**src/rtl/zuma_config_loader_pkg.sv**
```systemverilog
// Shared types and sizing helpers for the ZUMA configuration loader.
package zuma_config_loader_pkg;

  localparam int unsigned ADDR_W = 32;

  typedef enum logic [2:0] {
    ST_IDLE,
    ST_LOAD,
    ST_WRITE,
    ST_VRST,
    ST_RUN
  } state_t;

  // Stream words needed to cover one configuration entry.
  function automatic int unsigned words_per_entry(input int unsigned cfg_w,
                                                  input int unsigned word_w);
    return (cfg_w + word_w - 1) / word_w;
  endfunction

  // Total configuration entries in the overlay.
  function automatic longint unsigned num_entries(input int unsigned lut_size,
                                                  input int unsigned num_stages);
    return (64'd1 << lut_size) * 64'(num_stages);
  endfunction

endpackage

```
**src/rtl/zuma_config_loader_if.sv**
```systemverilog
// Stream-in / overlay-out signal bundle; slave is the loader, master the host side.
interface zuma_config_loader_if
  import zuma_config_loader_pkg::*;
#(
  parameter int unsigned CONFIG_WIDTH = 40,
  parameter int unsigned WORD_WIDTH   = 16
);
  logic                    start;
  logic [WORD_WIDTH-1:0]   s_data;
  logic                    s_valid;
  logic                    s_ready;
  logic [CONFIG_WIDTH-1:0] config_data;
  logic                    config_en;
  logic [ADDR_W-1:0]       config_addr;
  logic                    ffrst;
  logic                    busy;
  logic                    done;

  modport master (
    output start, s_data, s_valid,
    input  s_ready, config_data, config_en, config_addr, ffrst, busy, done
  );

  modport slave (
    input  start, s_data, s_valid,
    output s_ready, config_data, config_en, config_addr, ffrst, busy, done
  );
endinterface

```
**src/rtl/zuma_config_loader_packer.sv**
```systemverilog
// Packs stream words LSB-first into one entry, optionally bit-reversing it.
module zuma_cfg_packer
  import zuma_config_loader_pkg::*;
#(
  parameter int unsigned CONFIG_WIDTH = 40,
  parameter int unsigned WORD_WIDTH   = 16,
  parameter int unsigned REVERSE      = 1
) (
  input  logic                    clk,
  input  logic                    reset,
  input  logic                    i_clear,
  input  logic                    i_push,
  input  logic [WORD_WIDTH-1:0]   i_word,
  output logic                    o_full_c,
  output logic [CONFIG_WIDTH-1:0] o_entry
);
  localparam int unsigned W      = words_per_entry(CONFIG_WIDTH, WORD_WIDTH);
  localparam int unsigned PACK_W = W * WORD_WIDTH;
  localparam int unsigned KW     = (W > 1) ? $clog2(W) : 1;

  logic [KW-1:0]           r_k;
  logic [PACK_W-1:0]       r_pack;
  logic [PACK_W-1:0]       w_pack;
  logic [CONFIG_WIDTH-1:0] w_fwd;
  logic [CONFIG_WIDTH-1:0] w_out;
  logic [CONFIG_WIDTH-1:0] r_entry;

  // Entry completes on the handshake carrying the last word.
  assign o_full_c = i_push && (r_k == KW'(W - 1));
  assign w_fwd    = w_pack[CONFIG_WIDTH-1:0];
  assign o_entry  = r_entry;

  // Merge the incoming word into its slot; bits above CONFIG_WIDTH are dropped by w_fwd.
  always_comb begin
    w_pack = r_pack;
    for (int i = 0; i < int'(W); i++) begin
      if (r_k == KW'(i)) w_pack[i*WORD_WIDTH +: WORD_WIDTH] = i_word;
    end
  end

  // Optional bit reversal of the completed entry.
  always_comb begin
    w_out = '0;
    for (int i = 0; i < int'(CONFIG_WIDTH); i++) begin
      w_out[i] = (REVERSE != 0) ? w_fwd[CONFIG_WIDTH-1-i] : w_fwd[i];
    end
  end

  // Word index, partial pack and held entry.
  always_ff @(posedge clk or posedge reset) begin
    if (reset) begin
      r_k     <= '0;
      r_pack  <= '0;
      r_entry <= '0;
    end else if (i_clear) begin
      r_k    <= '0;
      r_pack <= '0;
    end else if (i_push) begin
      r_pack <= w_pack;
      if (o_full_c) begin
        r_k     <= '0;
        r_entry <= w_out;
      end else begin
        r_k <= r_k + KW'(1);
      end
    end
  end

endmodule

```
**src/rtl/zuma_config_loader.sv**
```systemverilog
// Streams configuration entries into the ZUMA overlay, then pulses its flip-flop reset.
module zuma_config_loader
  import zuma_config_loader_pkg::*;
#(
  parameter int unsigned LUT_SIZE     = 6,
  parameter int unsigned NUM_STAGES   = 4,
  parameter int unsigned CONFIG_WIDTH = 40,
  parameter int unsigned WORD_WIDTH   = 16,
  parameter int unsigned REVERSE      = 1
) (
  input  logic                 clk,
  input  logic                 reset,
  zuma_config_loader_if.slave  bus
);
  localparam longint unsigned N = num_entries(LUT_SIZE, NUM_STAGES);
  localparam logic [ADDR_W-1:0] LAST_ADDR = ADDR_W'(N - 64'd1);

  if (N == 64'd0 || N > 64'h1_0000_0000) begin : g_bad_n
    $error("zuma_config_loader: entry count does not fit the 32-bit address");
  end

  state_t                  r_state;
  state_t                  w_next;
  logic                    w_clear;
  logic                    w_addr_inc;
  logic                    w_push;
  logic                    w_full_c;
  logic [CONFIG_WIDTH-1:0] w_entry;
  logic [ADDR_W-1:0]       r_addr;
  logic [ADDR_W-1:0]       r_cfg_addr;
  logic                    r_s_ready;
  logic                    r_config_en;
  logic                    r_ffrst;
  logic                    r_busy;
  logic                    r_done;

  assign w_push = bus.s_valid & r_s_ready;

  zuma_cfg_packer #(
    .CONFIG_WIDTH (CONFIG_WIDTH),
    .WORD_WIDTH   (WORD_WIDTH),
    .REVERSE      (REVERSE)
  ) u_packer (
    .clk      (clk),
    .reset    (reset),
    .i_clear  (w_clear),
    .i_push   (w_push),
    .i_word   (bus.s_data),
    .o_full_c (w_full_c),
    .o_entry  (w_entry)
  );

  // State register.
  always_ff @(posedge clk or posedge reset) begin
    if (reset) r_state <= ST_IDLE;
    else       r_state <= w_next;
  end

  // Next-state and counter control; start only matters in IDLE and RUN.
  always_comb begin
    w_next     = r_state;
    w_clear    = 1'b0;
    w_addr_inc = 1'b0;
    case (r_state)
      ST_IDLE, ST_RUN: begin
        if (bus.start) begin
          w_next  = ST_LOAD;
          w_clear = 1'b1;
        end
      end
      ST_LOAD:  if (w_full_c) w_next = ST_WRITE;
      ST_WRITE: begin
        if (r_addr == LAST_ADDR) begin
          w_next = ST_VRST;
        end else begin
          w_next     = ST_LOAD;
          w_addr_inc = 1'b1;
        end
      end
      ST_VRST:  w_next = ST_RUN;
      default:  w_next = ST_IDLE;
    endcase
  end

  // Registered outputs decoded from the next state; address latched entering WRITE.
  always_ff @(posedge clk or posedge reset) begin
    if (reset) begin
      r_addr      <= '0;
      r_cfg_addr  <= '0;
      r_s_ready   <= 1'b0;
      r_config_en <= 1'b0;
      r_ffrst     <= 1'b0;
      r_busy      <= 1'b0;
      r_done      <= 1'b0;
    end else begin
      r_s_ready   <= (w_next == ST_LOAD);
      r_config_en <= (w_next == ST_WRITE);
      r_ffrst     <= (w_next == ST_VRST);
      r_busy      <= (w_next == ST_LOAD) || (w_next == ST_WRITE) || (w_next == ST_VRST);
      r_done      <= (w_next == ST_RUN);
      if (w_clear)         r_addr <= '0;
      else if (w_addr_inc) r_addr <= r_addr + ADDR_W'(1);
      if (w_next == ST_WRITE) r_cfg_addr <= r_addr;
    end
  end

  assign bus.s_ready     = r_s_ready;
  assign bus.config_data = w_entry;
  assign bus.config_en   = r_config_en;
  assign bus.config_addr = r_cfg_addr;
  assign bus.ffrst       = r_ffrst;
  assign bus.busy        = r_busy;
  assign bus.done        = r_done;

endmodule
```
**src/flat_wrapper.sv**
```systemverilog
// flat-port wrapper written by rule: the top's interface ports become plain ports
module zuma_config_loader_flat import zuma_config_loader_pkg::*;
#(
  parameter int unsigned LUT_SIZE     = 6,
  parameter int unsigned NUM_STAGES   = 4,
  parameter int unsigned CONFIG_WIDTH = 40,
  parameter int unsigned WORD_WIDTH   = 16,
  parameter int unsigned REVERSE      = 1
)
  (clk, reset, bus_start, bus_s_data, bus_s_valid, bus_s_ready, bus_config_data, bus_config_en, bus_config_addr, bus_ffrst, bus_busy, bus_done);
  zuma_config_loader_if #(.CONFIG_WIDTH(CONFIG_WIDTH), .WORD_WIDTH(WORD_WIDTH)) bus_i ();
  input  logic clk;
  input  logic reset;
  input wire logic [$bits(bus_i.start)-1:0] bus_start;
  input wire logic [$bits(bus_i.s_data)-1:0] bus_s_data;
  input wire logic [$bits(bus_i.s_valid)-1:0] bus_s_valid;
  output wire logic [$bits(bus_i.s_ready)-1:0] bus_s_ready;
  output wire logic [$bits(bus_i.config_data)-1:0] bus_config_data;
  output wire logic [$bits(bus_i.config_en)-1:0] bus_config_en;
  output wire logic [$bits(bus_i.config_addr)-1:0] bus_config_addr;
  output wire logic [$bits(bus_i.ffrst)-1:0] bus_ffrst;
  output wire logic [$bits(bus_i.busy)-1:0] bus_busy;
  output wire logic [$bits(bus_i.done)-1:0] bus_done;
  assign bus_i.start = bus_start;
  assign bus_i.s_data = bus_s_data;
  assign bus_i.s_valid = bus_s_valid;
  assign bus_s_ready = bus_i.s_ready;
  assign bus_config_data = bus_i.config_data;
  assign bus_config_en = bus_i.config_en;
  assign bus_config_addr = bus_i.config_addr;
  assign bus_ffrst = bus_i.ffrst;
  assign bus_busy = bus_i.busy;
  assign bus_done = bus_i.done;
  zuma_config_loader #(.LUT_SIZE(LUT_SIZE), .NUM_STAGES(NUM_STAGES), .CONFIG_WIDTH(CONFIG_WIDTH), .WORD_WIDTH(WORD_WIDTH), .REVERSE(REVERSE)) u_core (.clk(clk), .reset(reset), .bus(bus_i));
endmodule
```
**config.mk**
```make
export PLATFORM = sky130hd
export DESIGN_NAME = zuma_config_loader_flat
export DESIGN_NICKNAME = d
export VERILOG_FILES = /design/src/rtl/zuma_config_loader_pkg.sv /design/src/rtl/zuma_config_loader_if.sv /design/src/rtl/zuma_config_loader_packer.sv /design/src/rtl/zuma_config_loader.sv /design/src/flat_wrapper.sv
export SDC_FILE = /design/constraint.sdc
export NUM_CORES = 1
export LEC_CHECK = 0
export ABC_AREA = 1
export CORE_MARGIN = 3
export CORE_UTILIZATION = 54
export DETAILED_ROUTE_END_ITERATION = 12
export PLACE_DENSITY_LB_ADDON = 0.15
export SYNTH_ARGS = -nofsm -noshare
export SYNTH_HDL_FRONTEND = slang
export SYNTH_SLANG_ARGS = --single-unit
```
**constraint.sdc**
```tcl
create_clock -name clk -period 6.35 [get_ports clk]
set_input_delay 1.27 -clock clk [delete_from_list [all_inputs] [get_ports clk]]
set_output_delay 1.27 -clock clk [all_outputs]
set_load 0.005 [all_outputs]
```
==> results.toml <==
[status]
run_status = "finished, final reports clean"

[critical_path]
timing.rr.end = "u_core.r_addr[17]"
path_class = "in2reg"
reg2reg_slack_ns = 3.88
end_kind = "register"
start_kind = "input pin"
r2r_start = "u_core.r_addr[0]"
path_max_fanout = 56
arrival_ns = 3.58
worstPathRequired_ns = 6.61
rr_worst_depth = 11

[final_layout]
layout-drive-gt1-share_pct = 5.25
post-route-util_pct = 69.6
nNetsFinal = 942
design_area_sq_mm = 0.00843
num_antenna_cells = 0
syn_to_final_growth_pct = 24.6

[drt]
drt_wl_total_microns = 15600
vias_per_cell = 5.32
avgRoutedWirePerCell_microns = 14.2
dr.pass1.iters = 5
drc = 0
postRouteAntennaNets = 0
drt_iter0_markers = 371
vias = 5855

[clocking]
cts-buffers-inserted = 17
clkTransAtPathRegs_ns = 0.06
post_cts_buffers = 0
cts_resized = 0
root_buffer = "clkbuf_16"
ctsHoldBuffers = 0
cts.sinks = 146
cts_buffer_depth = 2
clock_latency_ns = 0.43
cts_tree = "done"
cts.htree.levels = 4

[floorplanning]
die_area_sq_mm = 0.0139
ios = 97
die_h_microns = 118
die_width_microns = 118
initial_core_util_pct = 55.9
core-area_sq_mm = 0.0121
rows = 40

[hold_path]
min_to = "u_core.bus.config_addr[26]"
hold_start = "u_core.bus.config_addr[26]"
hold_depth = 2
hold_class = "reg2reg"

[global_routing]
grt_start_max_net_pins = 99
grt_pass1_wl_microns = 27100
overflow = 0
antenna_found_initial = 0
grtUsageTotal_pct = 23.8
grt_pass1_vias = 5761

[logic_synthesis]
synthDistinctLibCells = 27
synth_area_sq_mm = 0.00677
synth_cells = 843
seq_area_frac_synth_pct = 54.0
ys_ff_latch = 146
yosys_warnings = 0
synth_fp_nets = 864
avgSynthCellArea_sq_um = 8.03

[timing]
layout_setup_ws_ns = 3.03
tightest_slew_ns = 1.22
setup_violations = 0
min_period_over_period_pct = 52.3
grt_setup_unrepaired = "no"
clock.fmax_mhz = 301
maxSlewViolCount = 0
fin_skew_ns = 0.00890
tns_ns = 0
hold_viol = 0
post-route-min-period_ns = 3.32
maxSlewHeadroom_pct = 18.3

[pwr]
vdd_drop_max_mv = 0.293
p_leak_uw = 0.00394
power_density_mw_per_mm2 = 388
p_total_uw = 3270

[placed_design]
gp_congestion = 0.879
pre_cts_ws_ns = 2.61
postPlaceCellArea_sq_mm = 0.00777
io_buffers = 96
place_hpwl_microns = 10600

[flow_run]
cap_violations = 0
## critical path: stages
cell,delay [ns]
clkdlybuf4s50_1,0.46
nand2_1,0.42
nor2_4,0.30
inv_2,0.05
nor2_2,0.35
inv_2,0.42
nand2_1,0.17
o21ai_0,0.12
## through the flow
stage | hold WS, ns | std cells
after CTS | 0.486 | 1101
after detailed placement | 0.472 | 1070
final | 0.481 | 1101
after global routing | 0.505 | 1101
after global placement | 0.456 | 1070
after floorplan | 0.465 | 843
## Yosys cell counts
cell	n	share of area, %
xnor2_1	1	0.13
clkinv_2	1	0.074
nand3b_1	4	0.44
nand3_1	50	3.7
o21ai_1	13	0.96
nand2_2	3	0.28
xor2_1	13	1.7
ha_1	1	0.18
nor2_8	1	0.30
buf_4	3	0.33
nor3_1	2	0.15
nor2_2	2	0.18
o211ai_1	1	0.11
nor2_4	5	0.83
clkbuf_1	19	1.1
dfrtp_1	146	54
nand4_1	15	1.4
inv_2	3	0.17
buf_1	4	0.22
inv_1	67	3.7
o21ai_0	80	5.9
o22ai_1	17	1.6
nand2_1	276	15
nor2_1	83	4.6
a21oi_1	19	1.4
buf_2	11	0.81
buf_6	3	0.50
## routing by layer
| metal | track usage, % | wire length [microns] |
|---|---|---|
| met4 | 7.62 | 255 |
| met1 | 29.2 | 6530 |
| met3 | 6.54 | 871 |
| met5 | 0 | 0 |
| met2 | 40.9 | 7960 |
## area by class of cell
cell class	count	area, sq um
well taps	168	210
clock inverters	10	206
flip-flops and latches	146	3650
repair buffers	99	983
inverters	71	273
multi-input cells	586	2650
clock buffers	21	450
fillers	956	3680
## flip-flops by register name, indices dropped and copies added, names as in the netlist, 2 cells and up
name / count
u_core.u_packer.o_entry: 40
u_core.bus.config_addr: 32
u_core.r_addr: 32
u_core.u_packer.r_pack: 32
u_core.r_state: 3
u_core.u_packer.r_k: 2
## layout by cell type (no fill, tap or decap), drive strengths merged
master           n
dfrtp          146
a21oi           19
clkinvlp         1
bufinv           6
clkinv           4
nand2          279
buf              3
xnor2            1
nand4           15
o21ai           93
clkdlybuf4s50   96
ha               1
nor3             2
o211ai           1
nor2            91
clkbuf          21
inv             70
xor2            13
nand3           50
nand3b           4
o22ai           17
## where the power goes
part           total (uW)  switching (uW)  internal, uW  leakage (uW)
logic                 889             493           396       0.00167
clock network        1110             371           744      0.000317
registers            1270             117          1150       0.00196
total                3270             982          2290       0.00394
## how the worst max path moves through the flow
| stage | start | endpoint | cells past startpoint |
|---|---|---|---|
| floorplan | reset | u_core.bus.busy | 1 |
| global placement | bus_s_valid | u_core.bus.config_addr[30] | 8 |
| detailed placement | bus_s_valid | u_core.bus.config_addr[17] | 8 |
| CTS | bus_s_valid | u_core.bus.config_addr[15] | 8 |
| global route | bus_s_valid | u_core.bus.config_addr[6] | 7 |
| finish | bus_s_valid | u_core.bus.config_addr[6] | 8 |
## logic make-up (layout without fill, tap and decap cells)
family          after synthesis  after routing  share of synthesized area, %
simple gates                441            441                          27.2
flops                       146            146                          54.0
compound gates              130            130                          9.96
buf+inv                     111            201                          6.88
xor+xnor                     14             14                          1.81
fa+ha+maj                     1              1                         0.185
Power figures use the tool's default switching activity.
